===== src/rtl/byte_serializer.sv =====
// byte_serializer: parallel-to-serial transmitter.
// Accepts WIDTH-bit words on a valid/ready handshake and shifts each one out
// one bit per serial beat, flagging the final bit of every word. A one-word
// holding buffer lets consecutive words stream with no idle beat between them.
//
// Handshake semantics (both sides): a transfer happens at a rising edge where
// valid and ready are both high. A source holds valid and its data stable
// until that edge, and ready never depends on valid in the same cycle.
// Here in_ready is ~hold_full and ser_valid is a flop, so neither in_valid
// nor ser_ready reaches any output combinationally.
module byte_serializer #(
    parameter int WIDTH     = 8,    // word width, at least 2
    parameter bit MSB_FIRST = 1'b1  // 1: bit WIDTH-1 leaves first; 0: bit 0 leaves first
) (
    input  logic             clk,
    input  logic             rst,        // asynchronous, active low
    input  logic [WIDTH-1:0] in,
    input  logic             in_valid,
    output logic             in_ready,
    output logic             ser_out,
    output logic             ser_valid,
    output logic             ser_last,
    input  logic             ser_ready,
    output logic             busy,
    output logic             state_dbg   // 0 = IDLE, 1 = SHIFT
);

    localparam int CW = $clog2(WIDTH);
    localparam logic [CW-1:0] CNT_LAST = CW'(WIDTH - 1);

    typedef enum logic {
        IDLE  = 1'b0,
        SHIFT = 1'b1
    } state_t;

    state_t           state, state_d;
    logic [WIDTH-1:0] sr, sr_d;
    logic [WIDTH-1:0] hold, hold_d;
    logic             hold_full, hold_full_d;
    logic [CW-1:0]    cnt, cnt_d;
    logic             in_xfer, beat, word_end;
    logic             ser_valid_d, ser_out_d, ser_last_d;

    assign in_ready  = ~hold_full;
    assign busy      = (state == SHIFT) | hold_full;
    assign state_dbg = (state == SHIFT);

    assign in_xfer  = in_valid & ~hold_full;
    assign beat     = (state == SHIFT) & ser_ready;
    assign word_end = beat & (cnt == CNT_LAST);

    // Next-state logic: load, shift, reload from hold or the input port at
    // word end, and park an early-arriving word in the holding buffer.
    always_comb begin
        state_d     = state;
        sr_d        = sr;
        cnt_d       = cnt;
        hold_d      = hold;
        hold_full_d = hold_full;
        if (state == IDLE) begin
            if (in_xfer) begin
                sr_d    = in;
                cnt_d   = '0;
                state_d = SHIFT;
            end
        end else if (word_end) begin
            if (hold_full) begin
                sr_d        = hold;
                hold_full_d = 1'b0;
                cnt_d       = '0;
            end else if (in_xfer) begin
                sr_d  = in;
                cnt_d = '0;
            end else begin
                state_d = IDLE;
            end
        end else begin
            if (beat) begin
                if (MSB_FIRST) begin
                    sr_d = {sr[WIDTH-2:0], 1'b0};
                end else begin
                    sr_d = {1'b0, sr[WIDTH-1:1]};
                end
                cnt_d = cnt + CW'(1);
            end
            if (in_xfer) begin
                hold_d      = in;
                hold_full_d = 1'b1;
            end
        end
    end

    // Serial outputs are computed from the next state so they can be flopped.
    always_comb begin
        ser_valid_d = (state_d == SHIFT);
        ser_out_d   = 1'b0;
        ser_last_d  = 1'b0;
        if (ser_valid_d) begin
            ser_out_d  = MSB_FIRST ? sr_d[WIDTH-1] : sr_d[0];
            ser_last_d = (cnt_d == CNT_LAST);
        end
    end

    // State, datapath and registered serial outputs; reset aborts everything.
    always_ff @(posedge clk or negedge rst) begin
        if (!rst) begin
            state     <= IDLE;
            sr        <= '0;
            cnt       <= '0;
            hold      <= '0;
            hold_full <= 1'b0;
            ser_valid <= 1'b0;
            ser_out   <= 1'b0;
            ser_last  <= 1'b0;
        end else begin
            state     <= state_d;
            sr        <= sr_d;
            cnt       <= cnt_d;
            hold      <= hold_d;
            hold_full <= hold_full_d;
            ser_valid <= ser_valid_d;
            ser_out   <= ser_out_d;
            ser_last  <= ser_last_d;
        end
    end

endmodule


===== config.mk =====
export PLATFORM = sky130hd
export DESIGN_NAME = byte_serializer
export DESIGN_NICKNAME = d
export VERILOG_FILES = /design/src/rtl/byte_serializer.sv
export SDC_FILE = /design/constraint.sdc
export NUM_CORES = 1
export LEC_CHECK = 0
export CAP_MARGIN = 40
export CORE_MARGIN = 10
export CORE_UTILIZATION = 31
export DETAILED_ROUTE_END_ITERATION = 10
export DONT_BUFFER_PORTS = 1
export PLACE_DENSITY = 0.56
export SLEW_MARGIN = 20
export SYNTH_ARGS = -nofsm -noshare
export SYNTH_HDL_FRONTEND = slang
export SYNTH_SLANG_ARGS = --single-unit

===== constraint.sdc =====
create_clock -name clk -period 3.4 [get_ports clk]
set_input_delay 1.02 -clock clk [delete_from_list [all_inputs] [get_ports clk]]
set_output_delay 1.02 -clock clk [all_outputs]
set_load 0.01 [all_outputs]

==> results.tsv <==
metric	value	unit
status	finished clean	
Final min period	2.57	ns
Worst VDD drop	0.000235	V
power density over the cells	847	nW/um^2
worst-margin pin slew	0.730	ns
FP Rows	23	
initial antenna violation count	0	
asr flop ratio synth	100	%
all-layer global routing usage	8.68	%
Die ar.	7020	um^2
GPL Wtd Cong	0.778	
FF/Latch Area	576	um^2
vias per cell	5.56	
Syn. warnings	0	
RSZ-0062 raised after global routing	no	
Yosys top cell area share	45.6	%
most frequent cell after synthesis	dfrtp_1	
Root Buffer	clkbuf_8	
I/O Buffers	0	
placed instance count	156	
Post-synth EDFFs	0	
ant diodes	0	
Synth Area in Adders	1.98	%
LEAKAGE	0.571	nW
count of final max-slew check failures	0	
number of global-route vias before repair	975	
slew margin rel.	51.3	%
Initial Util	31.8	%
compound-cell area share of the yosys netlist	19.9	%
crit end category	primary output	
core area	3970	um^2
Arrival @ worst endpoint	1.55	ns
Multi-input gate area	623	um^2
sequential share of the synthesized area	45.6	%
simple-gate share of the synthesized area	13.4	%
DP HPWL	2190	um
synth top area cells	dfrtp_1, mux2_1, mux2_2, mux2i_1, a211o_1	
drt total wl	2920	um
first-pass GRT wire length	5060	um
largest family of logic cells by synthesized area	compound AO/OA/AOI/OAI gates	
Die Y	83.8	um
post-synthesis cell area	1260	um^2
XOR/XNOR share of the synthesized area	0	%
Cell variety after synth	41	
crit-path max FO	19	
drt wl/cell	18.2	um
hold_buf cts	0	
Layout area overhead	4.66	%
CTS tree	built	
Vias	890	
Cells after Synth	112	
ANT nets after route	0	
IO Pins	18	
Main synth FF type	dfrtp_1	
critical setup path kind	flip-flop to primary output	
final setup fails	0	
syn_nets	126	
hold slack	0.434	ns
H-tree levels	1	
Initial DRT Pass Iterations	4	
internal reg-to-reg setup slack	1.25	ns
drc violations	0	
Fin Clk Skew	0.00874	ns
Sink Count	23	
max frequency	0.389	GHz
Die Width	83.8	um
post-synthesis register bit count	23	
largest net degree at the start of global routing	24	
Hold WC Path Type	input pin to asynchronous set/reset pin	
Layout fillers	406	
syn avg cell area	11.3	um^2
total negative slack	0	ns
Startpoint Class	flip-flop	
Finished Layout Cells	160	
layout cells sized above 1	18.2	%
Yosys top cell by area	dfrtp_1	
CTS buffer count	3	
Clk Latency, worst-skew pair	0.27	ns
MaxCap Viol Count	0	
Clock Path Buffers	2	
GRT Residual Overflow	0	
Critical Path RT	2.38	ns
endpoints failing hold	0	
1st-iter DRT viols	66	
Post-CTS Setup Bufs	0	
Synth top cells by count	dfrtp_1, nand2_1	
post-synthesis mux area share	14.1	%
cts repair resizes	0	
period utilization	75.5	%
Final nets	125	
Reg clk slew, reported paths	0.09	ns
==> where the power goes <==
part	internal [mW]	switching, mW
Combinational	0.220	0.219
Clock	0.0837	0.0900
Sequential	0.393	0.114
Total	0.696	0.423
==> metrics by stage <==
stage	power, mW	cell area, um^2	utilization [%]	setup WS (ns)
floorplan	0.874	1260	-	1.43
global placement	0.926	1280	32.1	1.15
detailed placement	0.955	1280	32.1	1.08
CTS	1.13	1320	33.3	0.796
global route	1.22	1320	33.3	0.685
finish	1.12	1320	33.3	0.831
==> layer usage <==
layer / vias to the layer above / routed length, um / GRT usage, %
met2: 24 / 1430 / 14.5
met1: 448 / 1240 / 9.85
met5: - / 0 / 0
li1: 414 / - / -
met4: 0 / 34 / 2.59
met3: 4 / 211 / 3.52
==> critical path, cell delays in order, from the launching register on <==
cell and delay, ns:
dfrtp_1 0.82, inv_1 0.26, nand2_1 0.19
==> state kept, by name (all words and copies together) (netlist names) <==
| name | cells |
|---|---|
| state_dbg | 1 |
| sr | 8 |
| cnt | 3 |
| hold_full | 1 |
| ser_out | 1 |
| hold | 8 |
| ser_last | 1 |
==> layout make-up <==
class                           count  share of cell area (%)
Inverter                            4                    1.14
Sequential cell                    23                    43.6
Clock buffer                        4                    3.41
Multi-Input combinational cell     79                    47.2
Tap cell                           50                    4.73
==> logic make-up (layout without fill, tap and decap cells) <==
kind of cell / count (synthesis) / count (layout)
multiplexers: 16 / 16
AND/OR/NAND/NOR: 27 / 27
AO/OA/AOI/OAI: 34 / 34
flip-flops: 23 / 23
buffers and inverters: 10 / 8
adder cells (fa/ha/maj): 2 / 2
==> placed cells by master (no fill, tap or decap), types with 3 or more instances in the layout <==
cell type,n
clkbuf_8,3
nor2_1,5
mux2_2,5
a211o_1,4
a21oi_1,3
o22ai_1,5
mux2_1,5
a211oi_1,4
o21ai_1,3
nand2b_1,3
nand2_1,7
a22oi_1,4
dfrtp_1,23
mux2i_1,5
inv_1,3
==> worst paths after layout <==
check | startpoint | endpoint | cells after the start
max | state_dbg$_DFF_PN0_ | busy | 2
min | rst | cnt[2]$_DFF_PN0_ | 0
max reg2reg | cnt[0]$_DFF_PN0_ | hold[2]$_DFFE_PN0P_ | 6
min reg2reg | hold[0]$_DFFE_PN0P_ | sr[0]$_DFFE_PN0P_ | 2
max in group asynchronous | rst | sr[5]$_DFFE_PN0P_ | 0
min in group clk | hold[0]$_DFFE_PN0P_ | sr[0]$_DFFE_PN0P_ | 2
(Power assumes the default switching activity.)
